==> config.mk <==
export PLATFORM = sky130hd
export DESIGN_NAME = rsa_io_disp_seq_flat
export DESIGN_NICKNAME = d
export VERILOG_FILES = /design/src/rtl/rsa_io_disp_seq_pkg.sv /design/src/rtl/rsa_io_disp_seq_if.sv /design/src/rtl/rsa_io_dly.sv /design/src/rtl/rsa_io_disp_seq.sv /design/src/flat_wrapper.sv
export SDC_FILE = /design/constraint.sdc
export NUM_CORES = 1
export LEC_CHECK = 0
export CORE_MARGIN = 3
export CORE_UTILIZATION = 40
export CTS_CLUSTER_SIZE = 25
export DETAILED_ROUTE_END_ITERATION = 10
export PLACE_DENSITY = 0.7
export SYNTH_ARGS = -nofsm -noshare
export SYNTH_HDL_FRONTEND = slang
export SYNTH_SLANG_ARGS = --single-unit
==> constraint.sdc <==
create_clock -name seq_clk -period 4.4 [get_ports seq_clk]
set_input_delay 0.88 -clock seq_clk [delete_from_list [all_inputs] [get_ports seq_clk]]
set_output_delay 0.88 -clock seq_clk [all_outputs]
set_load 0.005 [all_outputs]
==> src/rtl/rsa_io_disp_seq_pkg.sv <==
// Shared definitions for the RSA result display sequencer: state encoding,
// downstream decoder latency and default widths.
package rsa_io_disp_seq_pkg;

  typedef enum logic {
    ST_IDLE = 1'b0,
    ST_SHOW = 1'b1
  } state_e;

  // Latency of the two-digit hex 7-segment decoder fed by seq_bin
  localparam int unsigned RSA_IO_DEC_LAT = 2;

  localparam int unsigned SEQ_IDX_W_DEF   = 2;
  localparam int unsigned SEQ_DWELL_W_DEF = 24;

endpackage

==> src/rtl/rsa_io_disp_seq_if.sv <==
// Valid/ready word handshake from the RSA core into the display sequencer.
interface rsa_io_disp_seq_if
  import rsa_io_disp_seq_pkg::*;
#(
  parameter int unsigned IDX_W = SEQ_IDX_W_DEF
);

  localparam int unsigned NUM_BYTES = 2 ** IDX_W;
  localparam int unsigned WORD_W    = 8 * NUM_BYTES;

  logic [WORD_W-1:0] seq_word;
  logic              seq_valid;
  logic              seq_ready;

  modport master (
    output seq_word,
    output seq_valid,
    input  seq_ready
  );

  modport slave (
    input  seq_word,
    input  seq_valid,
    output seq_ready
  );

endinterface

==> src/rtl/rsa_io_dly.sv <==
// Width x depth register delay line with asynchronous active-high clear.
module rsa_io_dly #(
  parameter int unsigned W     = 1,
  parameter int unsigned DEPTH = 1
) (
  input  logic         clk,
  input  logic         rst,
  input  logic [W-1:0] din,
  output logic [W-1:0] dout
);

  logic [W-1:0] pipe_q [DEPTH];

  always_ff @(posedge clk or posedge rst) begin
    if (rst) begin
      for (int i = 0; i < int'(DEPTH); i++) pipe_q[i] <= '0;
    end else begin
      pipe_q[0] <= din;
      for (int i = 1; i < int'(DEPTH); i++) pipe_q[i] <= pipe_q[i-1];
    end
  end

  assign dout = pipe_q[DEPTH-1];

endmodule

==> src/rtl/rsa_io_disp_seq.sv <==
// Steps a multi-byte RSA result onto the hex 7-segment decoder one byte at a
// time (MSB byte first), holding each byte for a latched dwell time.
module rsa_io_disp_seq
  import rsa_io_disp_seq_pkg::*;
#(
  parameter int unsigned IDX_W   = SEQ_IDX_W_DEF,
  parameter int unsigned DWELL_W = SEQ_DWELL_W_DEF,
  parameter int unsigned DEC_LAT = RSA_IO_DEC_LAT,
  parameter int unsigned LOOP    = 0
) (
  input  logic               seq_clk,
  input  logic               seq_rst,
  rsa_io_disp_seq_if.slave   seq_in,
  input  logic [DWELL_W-1:0] seq_dwell,
  input  logic               seq_hold,
  output logic [7:0]         seq_bin,
  output logic [IDX_W-1:0]   seq_idx,
  output logic [IDX_W-1:0]   seq_idx_d,
  output logic               seq_busy,
  output logic               seq_done
);

  localparam int unsigned NUM_BYTES = 2 ** IDX_W;
  localparam int unsigned WORD_W    = 8 * NUM_BYTES;
  localparam logic [IDX_W-1:0]   LAST_IDX  = IDX_W'(NUM_BYTES - 1);
  localparam logic [DWELL_W-1:0] DWELL_ONE = DWELL_W'(1);

  // Byte i of the word, counting from the MSB byte
  function automatic logic [7:0] byte_at(input logic [WORD_W-1:0] w,
                                         input logic [IDX_W-1:0]  i);
    logic [WORD_W-1:0] sh;
    sh = w << {i, 3'b000};
    return sh[WORD_W-1 -: 8];
  endfunction

  state_e              state_q, state_n;
  logic [DWELL_W-1:0]  cnt_q, cnt_n;
  logic [DWELL_W-1:0]  dwell_q, dwell_n;
  logic [IDX_W-1:0]    idx_q, idx_n;
  logic [WORD_W-1:0]   shadow_q, shadow_n;
  logic [7:0]          bin_q, bin_n;
  logic                done_q, done_n;
  logic                expire_c, last_c, accept_c;

  // Hold freezes the dwell count and suppresses expiry
  assign expire_c = (state_q == ST_SHOW) && !seq_hold && (cnt_q == dwell_q - DWELL_ONE);
  assign last_c   = (idx_q == LAST_IDX);

  // Ready never looks at valid; in loop mode the wrap cycle doubles as an accept slot
  assign seq_in.seq_ready = (state_q == ST_IDLE) || ((LOOP != 0) && expire_c && last_c);
  assign accept_c         = seq_in.seq_valid && seq_in.seq_ready;

  always_comb begin
    state_n  = state_q;
    cnt_n    = cnt_q;
    idx_n    = idx_q;
    shadow_n = shadow_q;
    dwell_n  = dwell_q;
    bin_n    = bin_q;
    done_n   = expire_c && last_c;
    if (accept_c) begin
      state_n  = ST_SHOW;
      cnt_n    = '0;
      idx_n    = '0;
      shadow_n = seq_in.seq_word;
      dwell_n  = (seq_dwell == '0) ? DWELL_ONE : seq_dwell;
      bin_n    = seq_in.seq_word[WORD_W-1 -: 8];
    end else if (expire_c) begin
      cnt_n = '0;
      if (!last_c) begin
        idx_n = idx_q + IDX_W'(1);
        bin_n = byte_at(shadow_q, idx_n);
      end else if (LOOP != 0) begin
        idx_n = '0;
        bin_n = byte_at(shadow_q, '0);
      end else begin
        // Last byte stays on the display while idle
        state_n = ST_IDLE;
      end
    end else if ((state_q == ST_SHOW) && !seq_hold) begin
      cnt_n = cnt_q + DWELL_ONE;
    end
  end

  always_ff @(posedge seq_clk or posedge seq_rst) begin
    if (seq_rst) begin
      state_q  <= ST_IDLE;
      cnt_q    <= '0;
      dwell_q  <= DWELL_ONE;
      idx_q    <= '0;
      shadow_q <= '0;
      bin_q    <= 8'h00;
      done_q   <= 1'b0;
    end else begin
      state_q  <= state_n;
      cnt_q    <= cnt_n;
      dwell_q  <= dwell_n;
      idx_q    <= idx_n;
      shadow_q <= shadow_n;
      bin_q    <= bin_n;
      done_q   <= done_n;
    end
  end

  assign seq_bin  = bin_q;
  assign seq_idx  = idx_q;
  assign seq_busy = (state_q == ST_SHOW);
  assign seq_done = done_q;

  // Index tag realigned with the decoder's segment outputs
  rsa_io_dly #(
    .W     (IDX_W),
    .DEPTH (DEC_LAT)
  ) u_idx_dly (
    .clk  (seq_clk),
    .rst  (seq_rst),
    .din  (idx_q),
    .dout (seq_idx_d)
  );

endmodule
==> src/flat_wrapper.sv <==
// flat-port wrapper written by rule: the top's interface ports become plain ports
module rsa_io_disp_seq_flat import rsa_io_disp_seq_pkg::*;
#(
  parameter int unsigned IDX_W   = SEQ_IDX_W_DEF,
  parameter int unsigned DWELL_W = SEQ_DWELL_W_DEF,
  parameter int unsigned DEC_LAT = RSA_IO_DEC_LAT,
  parameter int unsigned LOOP    = 0
)
  (seq_clk, seq_rst, seq_dwell, seq_hold, seq_bin, seq_idx, seq_idx_d, seq_busy, seq_done, seq_in_seq_word, seq_in_seq_valid, seq_in_seq_ready);
  rsa_io_disp_seq_if #(.IDX_W(IDX_W)) seq_in_i ();
  input  logic seq_clk;
  input  logic seq_rst;
  input  logic [DWELL_W-1:0] seq_dwell;
  input  logic seq_hold;
  output logic [7:0] seq_bin;
  output logic [IDX_W-1:0] seq_idx;
  output logic [IDX_W-1:0] seq_idx_d;
  output logic seq_busy;
  output logic seq_done;
  input wire logic [$bits(seq_in_i.seq_word)-1:0] seq_in_seq_word;
  input wire logic [$bits(seq_in_i.seq_valid)-1:0] seq_in_seq_valid;
  output wire logic [$bits(seq_in_i.seq_ready)-1:0] seq_in_seq_ready;
  assign seq_in_i.seq_word = seq_in_seq_word;
  assign seq_in_i.seq_valid = seq_in_seq_valid;
  assign seq_in_seq_ready = seq_in_i.seq_ready;
  rsa_io_disp_seq #(.IDX_W(IDX_W), .DWELL_W(DWELL_W), .DEC_LAT(DEC_LAT), .LOOP(LOOP)) u_core (.seq_clk(seq_clk), .seq_rst(seq_rst), .seq_in(seq_in_i), .seq_dwell(seq_dwell), .seq_hold(seq_hold), .seq_bin(seq_bin), .seq_idx(seq_idx), .seq_idx_d(seq_idx_d), .seq_busy(seq_busy), .seq_done(seq_done));
endmodule
After elaboration in Yosys (flattened, before gate mapping)
Cells that the tools add are included.
{"block": "word_totals", "out_inout_bits": 15, "word_cells": 41, "reg_bits": 96, "inputBits": 60}
{"block": "classes", "eq_ne": 3, "mux": 13, "shift": 1, "bitwise_logic": 1, "addsub": 3, "n_reduce_logical": 11}
{"operator": "2-to-1 mux 24 bit", "n": 4}
{"operator": "left shift 32 x 5 -> 32 bit", "n": 1}
{"operator": "adder 24 x 1 -> 24 bit (second input constant)", "n": 1}
{"operator": "== test 24 bit", "n": 1}
{"operator": "logical NOT 24 bit", "n": 1}
{"operator": "2-to-1 mux 8 bit", "n": 3}
{"operator": "subtractor 24 x 1 -> 24 bit (second input constant)", "n": 1}
{"operator": "2-to-1 mux 2 bit", "n": 3}
{"operator": "logical AND 1 bit", "n": 4}
{"operator": "AND reduction 2 bit", "n": 2}
{"operator": "nonzero test 2 bit", "n": 2}
{"operator": "2-to-1 mux 1 bit", "n": 3}
{"operator": "nonzero test 3 bit", "n": 1}
{"operator": "adder 2 x 1 -> 2 bit (second input constant)", "n": 1}
{"operator": "== test 2 bit (second input constant)", "n": 1}
{"operator": "inequality test 2 bit (second input constant)", "n": 1}
{"operator": "logical NOT 1 bit", "n": 1}
{"operator": "NOT 1 bit", "n": 1}

Depth between registers and ports, before layout
Gate-level depths: netlist (run 1).
{"block": "depth", "depth_word": 5, "depth_mapped": 12, "ltp_nobuf": 10}

Modules after synthesis
From an unflattened synthesis (run 1), not the netlist that was laid out.
{"block": "hier_totals", "hier_cells": 583, "area_unflattened_um2": 5208.7}
{"module": "rsa_io_disp_seq", "area_per_inst_um2": 5089.9, "n_inst": 1, "seq_area_each_um2": 2303.5, "cells_each": 576}
{"module": "rsa_io_dly", "area_per_inst_um2": 118.9, "n_inst": 1, "seq_area_each_um2": 100.1, "cells_each": 7}

Worst setup path after synthesis (run 1)
OpenSTA, ideal clock, no wires.
{"block": "synth_path", "path_type": "in2reg", "start": "input port seq_hold", "end": "register u_core.cnt_q[11]", "arrival_ns": 2.661, "setup_slack_ns": 1.615, "required_time_ns": 4.276, "path_stages": 10, "n_path_buf": 2, "setup_ns": 0.124, "path_cell_list": "nor2b_1 -> and3_1 -> o211ai_1 -> nor4_1 -> nand4_1 -> o31ai_2 -> buf_4 -> buf_6 -> nor2_1 -> a211o_1"}
{"block": "synth_via", "elab_chain_len": 5, "elab_cells_between_ends": 6, "classes_between": "2 x mux; 4 x reduce/logical"}
{"item": "from (decl)", "line": "flat_wrapper.sv:14", "source": "input logic seq_hold;"}
{"item": "logical NOT 1 bit (*)", "line": "rsa_io_disp_seq.sv:46, rsa_io_disp_seq.sv:80"}
{"item": "logical AND 1 bit (*)", "line": "rsa_io_disp_seq.sv:46, rsa_io_disp_seq.sv:80"}
{"item": "logical AND 1 bit", "line": "rsa_io_disp_seq.sv:46", "source": "assign expire_c = (state_q == ST_SHOW) && !seq_hold && (cnt_q == dwell_q - DWELL_ONE);"}
{"item": "2-to-1 mux 24 bit", "line": "rsa_io_disp_seq.sv:68", "source": "end else if (expire_c) begin"}
{"item": "2-to-1 mux 24 bit", "line": "rsa_io_disp_seq.sv:61", "source": "if (accept_c) begin"}
{"item": "to (signal assigned)", "line": "rsa_io_disp_seq.sv:96", "source": "cnt_q <= cnt_n;"}
{"item": "to (decl)", "line": "rsa_io_disp_seq.sv:37", "source": "logic [DWELL_W-1:0] cnt_q, cnt_n;"}
Mark *: on every way between the ends. The rest lies on a longest branch, timed or not.
A chain may end at the register's enable or synchronous reset.

Worst setup path in the final report (run 1)
{"block": "layout_path", "start": "input port seq_hold", "end": "register u_core.cnt_q[4]"}
The elaborated chain is that of the path after synthesis.

==> impl_metrics.csv, run 1 <==
group,metric,value,unit
synth,synth_edf_count,0,
synth,synth-seq-cells,96,
timing,setup_viol,0,
routing,vias_per_cell,5.457,
global_routing,antenna_found_initial,0,
floorplan,dieArea,14540,um^2
worst_setup_path,slowest_delay,400,ps
worst_setup_path,required,4640,ps
global_routing,grtUsageTotal,18.63,%
power_and_ir_drop,p_leak,0.002980,uW
power_and_ir_drop,p_per_area,319.7,nW/um^2
worst_setup_path,cp_max_fo,38,
worst_setup_path,critPathLaunchType,"input port",
global_routing,use_met3,3.368,%
floorplan,die_x,120.6,um
global_routing,grt_util_met1,24.70,%
timing,period_minus_slack,3308,ps
global_routing,grt_pass1_vias,4405,
floorplan,core-area,12720,um^2
flow_run,maxCapViolations,0,
finish,final.fill_count,1185,
global_routing,grt_max_degree,97,
floorplan,start_util,41.28,%
placement,dp_slack,760.5,ps
finish,drive_gt1_share,6.738,%
timing,slew_violations,0,
worst_setup_path,critPathSlowestCell,"clkdlybuf4s50_1",
clocking,path_clk_slew,70,ps
synth,synth_cell_types,54,
routing,dr_total_vias,4502,
power_and_ir_drop,p_total,2058,uW
clocking,htreeDepth,3,
global_routing,grt_overflow_total,0,
synth,yosys.area.top_type_share,45.27,%
routing,wl_per_cell,15.96,um
synth,ys_seq_area_share,45.77,%
clocking,post_cts_buffers,0,
synth,synth_area_leaders,"dfrtp_1 45%, nand2_1 14%, mux4_2 3.4%",
worst_setup_path,critPathCaptureType,"flip-flop",
timing,fin_ws,1092,ps
clocking,cts_tree,"yes",
clocking,cts_inserted_buffers,9,
clocking,clock_path_buffers,2,
routing,ant_nets,0,
routing,drtPass1Iterations,6,
timing,fin_crit_sh,75.18,%
routing,drt_iter0_markers,320,
floorplan,fp-row-count,41,
finish,area_delta_synth_final,22.59,%
timing,finalHoldViolCount,0,
placement,place_hpwl,9.350,mm
placement,gp_congestion,0.9267,
synth,ys.flop_type,"dfrtp_1",
global_routing,use_met2,30.28,%
min_path,min_path_type,"flip-flop to flip-flop",
worst_setup_path,worstPathCellList,"clkdlybuf4s50_1, nor2b_1, and3_1, o211ai_1, nor4_1, nand4_1, o31ai_4, buf_4, nor3_1, a211o_1",
worst_setup_path,crit_buf_inv,2,
synth,synth_area,5251,um^2
global_routing,grt_pass1_wl,21.69,mm
timing,max_clock_freq,302.3,MHz
clocking,cts_root_buf,"clkbuf_16",
clocking,clkLatencyLatePin,350,ps
routing,wirelength,13.17,mm
finish,diodes,0,
timing,worstMarginPinSlew,1043,ps
synth,syn_inst,592,
worst_setup_path,critical_path_class,"input port to flip-flop",
worst_setup_path,worstPathArrival,3550,ps
clocking,cts_resized,0,
routing,drc,0,
clocking,clock_sinks,96,
synth,synth_nets,655,
finish,post-route-util,50.60,%
floorplan,die_y,120.6,um
worst_setup_path,critPathTopFamily,"simple AND/OR/NAND/NOR gates",
global_routing,grt.busiest_layer,"met2",
timing,hold_ws,351.1,ps
synth,synth_area_leader_cell,"dfrtp_1",
power_and_ir_drop,worst_ir_drop_vdd,0.2796,mV
clocking,ctsHoldBuffers,0,
timing,slew_headroom,30.24,%
synth,yosys_warnings,0,
synth,syn_avg_cell_area,8.870,um^2
placement,numPortBuffers,74,
timing,fin_skew,5.761,ps
finish,nets,711,
timing,setup_tns,0,ps
timing,rsz0062_at_grt,"no",
synth,synth-async-reset-ratio,100.0,%
floorplan,ioPinCount,75,
outcome,status,"finished clean",
cells in the final DEF, fill, tap and decap left out, types with 4 or more instances in the layout:
cell / instances
nor3_1: 9
o21ai_1: 9
and4_1: 5
inv_1: 6
xnor2_1: 20
a21oi_1: 15
and3_1: 9
xor2_1: 20
nand2_1: 191
a211o_1: 4
nor3b_1: 8
dfrtp_1: 95
clkdlybuf4s50_1: 74
mux2i_1: 11
o22ai_1: 10
nand4_1: 6
clkbuf_16: 9
nand3_1: 13
buf_4: 5
nor4_1: 16
nor2b_1: 7
nor2_1: 31
o21ai_0: 5
mux4_2: 8
a21o_1: 13
per-layer routing:
layer / up-vias / wire length, um
met2: 133 / 6357
met4: 0 / 266
met5: - / 0
li1: 2149 / -
met3: 20 / 648
met1: 2200 / 5893
worst paths after layout:
path / from / endpoint / slack, ps / cells after the start
setup / recovery: seq_hold / u_core.cnt_q[4]$_DFFE_PP0P_ / 1090 / 10
min in group asynchronous: seq_rst / u_core.cnt_q[17]$_DFFE_PP0P_ / 980 / 3
hold reg to reg: u_core.u_idx_dly.pipe_q[2]$_DFF_PP0_ / u_core.u_idx_dly.dout[0]$_DFF_PP0_ / 350 / 0
max in group asynchronous: seq_rst / u_core.dwell_q[0]$_DFFE_PP1P_ / 2990 / 3
hold / removal: u_core.u_idx_dly.pipe_q[2]$_DFF_PP0_ / u_core.u_idx_dly.dout[0]$_DFF_PP0_ / 350 / 0
setup reg to reg: u_core.dwell_q[0]$_DFFE_PP1P_ / u_core.cnt_q[4]$_DFFE_PP0P_ / 1100 / 11
cell families (layout without fill, tap and decap cells):
group           count (synthesis)  count (layout)  synth area share [%]
fa+ha+maj                       3               3                0.7149
flops                          96              96                 45.77
compound gates                 71              71                 8.935
buf+inv                        42             103                 3.693
simple gates                  321             321                 28.69
mux                            19              19                 5.528
xor+xnor                       40              40                 6.672
synth_stat cells, types with 10 or more instances:
cell,instances
nand2_1,192
dfrtp_1,95
nor2_1,31
clkbuf_1,23
xnor2_1,20
xor2_1,20
nor4_1,17
a21oi_1,15
a21o_1,13
nand3_1,13
mux2i_1,11
o22ai_1,10
registers in the layout (all words and copies together), names as in the netlist:
register,cells
u_core.cnt_q,24
u_core.dwell_q,24
u_core.seq_bin,8
u_core.seq_busy,1
u_core.seq_done,1
u_core.seq_idx,2
u_core.shadow_q,32
u_core.u_idx_dly.dout,2
u_core.u_idx_dly.pipe_q,2
area by class of cell:
cell class | instances | area, um^2 | share of cell area, %
Inverter | 7 | 28.78 | 0.4470
Multi-Input combinational cell | 454 | 2679 | 41.61
Sequential cell | 96 | 2404 | 37.34
Tap cell | 172 | 215.2 | 3.343
Clock inverter | 6 | 73.82 | 1.147
Timing Repair Buffer | 80 | 798.3 | 12.40
Clock buffer | 10 | 239.0 | 3.712
metrics by stage:
stage / std cells / area (um^2)
final: 825 / 6437
after global routing: 825 / 6437
after detailed placement: 809 / 6125
after global placement: 809 / 6125
after CTS: 825 / 6437
after floorplan: 592 / 5251
power by group:
group          internal [uW]  switching (uW)
clock                    464             354
combinational            130             120
sequential               926            63.2
total                   1520             538
Power figures use the tool's default switching activity.
==> run 2: changes to the inputs <==
Settings changed: PLACE_DENSITY 0.7 to 0.72.
Clock period 4.4 ns to 2.9 ns, I/O delays scaled along.
==> run 2 against run 1 <==
Hold slack worse by 0.71 ps. Clock-buffer cell count decreased by 1. Sequential power increased by 51%. The flow now finishes with violations (setup timing). Clock skew increased by 5.9 ps. Final cell count rose by 7.5%. Clock power increased by 44%. Via count increased by 9.3%. Register-to-register slack lost 1200 ps.
==> impl_metrics.csv, run 2 (synthesized netlist as in run 1, its figures left out) <==
group,metric,value,unit
outcome,status,"finished with violations",
outcome,violations,"setup timing",
placement,gp_congestion,0.8859,
clocking,htreeDepth,3,
finish,nets,773,
clocking,clock_path_buffers,2,
routing,drc,0,
floorplan,fp-row-count,41,
timing,finalHoldViolCount,0,
clocking,path_clk_slew,80,ps
worst_setup_path,r2r_slack,-100,ps
global_routing,grtUsageTotal,20.56,%
finish,top_regs,"u_core.shadow_q: 32 flops, u_core.cnt_q: 24 flops, u_core.dwell_q: 24 flops",
worst_setup_path,critPathCaptureType,"flip-flop",
worst_setup_path,cp_max_fo,5,
timing,fin_skew,11.69,ps
finish,area_delta_synth_final,38.15,%
finish,drive_gt1_share,18.88,%
routing,wl_per_cell,17.19,um
timing,period_minus_slack,2997,ps
routing,vias_per_cell,5.546,
placement,place_hpwl,10.06,mm
worst_setup_path,startpoint,"u_core.dwell_q[3]$_DFFE_PP0P_",
worst_setup_path,reg2reg_to,"u_core.cnt_q[4]$_DFFE_PP0P_",
global_routing,grt_overflow_total,0,
placement,numPortBuffers,74,
global_routing,grt_max_degree,60,
min_path,min_path_type,"flip-flop to flip-flop",
finish,layout_commonest_cell,"nand2_1",
global_routing,grt_pass1_vias,4813,
global_routing,antenna_found_initial,0,
floorplan,die_y,120.6,um
placement,dp_slack,-262.9,ps
floorplan,dieArea,14540,um^2
timing,slew_headroom,47.21,%
finish,diodes,0,
timing,fin_ws,-96.78,ps
timing,fin_crit_sh,103.3,%
routing,dr_total_vias,4919,
timing,setup_viol,32,
timing,slew_violations,0,
clocking,clkLatencyLatePin,360,ps
worst_setup_path,reg2reg_depth,11,
clocking,clock_sinks,96,
finish,post-route-util,57.02,%
worst_setup_path,critPathLaunchType,"flip-flop",
finish,final_cell_mix,"190 x nand2_1, 95 x dfrtp_1, 74 x clkdlybuf4s50_1",
clocking,cts_tree,"yes",
flow_run,maxCapViolations,0,
worst_setup_path,required,3140,ps
power_and_ir_drop,p_leak,0.003408,uW
routing,drt_iter0_markers,347,
floorplan,ioPinCount,75,
clocking,cts_root_buf,"clkbuf_16",
worst_setup_path,critical_path_class,"flip-flop to flip-flop",
placement,dp_cells,842,
power_and_ir_drop,worst_ir_drop_vdd,0.2575,mV
worst_setup_path,worstPathArrival,3230,ps
timing,worstMarginPinSlew,790.2,ps
timing,rsz0062_at_grt,"yes",
timing,setup_tns,-1471,ps
timing,max_clock_freq,333.7,MHz
routing,drtPass1Iterations,5,
power_and_ir_drop,p_per_area,439.6,nW/um^2
routing,wirelength,15.25,mm
floorplan,start_util,41.28,%
finish,largest_reg_flops,32,
global_routing,grt_pass1_wl,23.93,mm
finish,layoutNonFillerInstCount,887,
finish,largest_register,"u_core.shadow_q",
floorplan,core-area,12720,um^2
worst_setup_path,crit_end,"u_core.cnt_q[4]$_DFFE_PP0P_",
routing,ant_nets,0,
floorplan,die_x,120.6,um
clocking,cts_inserted_buffers,9,
worst_setup_path,rr_startpoint,"u_core.dwell_q[3]$_DFFE_PP0P_",
clocking,ctsHoldBuffers,0,
## run 2: cell count changes in the layout (fill, tap and decap cells not counted), sizes merged
cell,change
buf,+60
clkinv,+3
bufinv,-1
clkbuf,+1
clkinvlp,-1
## run 2: critical path: stages (launching register included)
cell     delay [ps]
dfrtp_1         390
or4_4           590
nor4_4          310
nand3_1         130
mux2i_1         240
nand4_1         150
buf_4           190
o31ai_4         280
buf_6           170
buf_16          120
nor2_4           30
a211o_1         260
## run 2: power breakdown
group          total, uW  internal (uW)  switching [uW]
Sequential          1490           1400            84.6
Combinational        521            278             243
Clock               1180            602             576
Total               3190           2280             904
## run 2: how the worst min path moves through the flow
stage                                               from                            endpoint  slack (ps)  cells past startpoint
finish              u_core.u_idx_dly.pipe_q[3]$_DFF_PP0_  u_core.u_idx_dly.dout[1]$_DFF_PP0_         350                      0
global route        u_core.u_idx_dly.pipe_q[3]$_DFF_PP0_  u_core.u_idx_dly.dout[1]$_DFF_PP0_         360                      0
CTS                 u_core.u_idx_dly.pipe_q[3]$_DFF_PP0_  u_core.u_idx_dly.dout[1]$_DFF_PP0_         350                      0
detailed placement  u_core.u_idx_dly.pipe_q[3]$_DFF_PP0_  u_core.u_idx_dly.dout[1]$_DFF_PP0_         330                      0
global placement    u_core.u_idx_dly.pipe_q[2]$_DFF_PP0_  u_core.u_idx_dly.dout[0]$_DFF_PP0_         330                      0
floorplan           u_core.u_idx_dly.pipe_q[2]$_DFF_PP0_  u_core.u_idx_dly.dout[0]$_DFF_PP0_         330                      0
## run 2: per-stage QoR
step | area (um^2) | power (uW) | hold slack (ps)
CTS | 7030 | 3167 | 350.8
floorplan | 5255 | 1731 | 331.2
global route | 7254 | 3319 | 355.3
finish | 7254 | 3189 | 350.4
global placement | 6424 | 1929 | 331.8
detailed placement | 6424 | 1945 | 334.7
## run 2: routing by layer
metal | vias to the layer above | wire length (um) | global-route usage [%]
met5 | - | 0 | 0
met4 | 0 | 521 | 7.861
met3 | 57 | 1028 | 4.256
met2 | 204 | 7345 | 33.18
met1 | 2388 | 6349 | 27.31
li1 | 2270 | - | -
## run 2: layout make-up
cell class                      count  area, um^2
Clock inverter                      7       62.56
Sequential cell                    96        2404
Inverter                            7       30.03
Multi-Input combinational cell    454        2890
Fill cell                        1120        5468
Timing Repair Buffer              142        1428
Clock buffer                        9       225.2
Tap cell                          172       215.2
## run 2: what timing repair did
item / 4_1_cts / 5_1_grt
endpoints found under the hold margin: 0 / 0
setup endpoints to repair: 27 / 36
buffers inserted: 17 / 8
cloned: 4 / 2
gates resized for setup: 26 / 28
pin swaps: 23 / 23
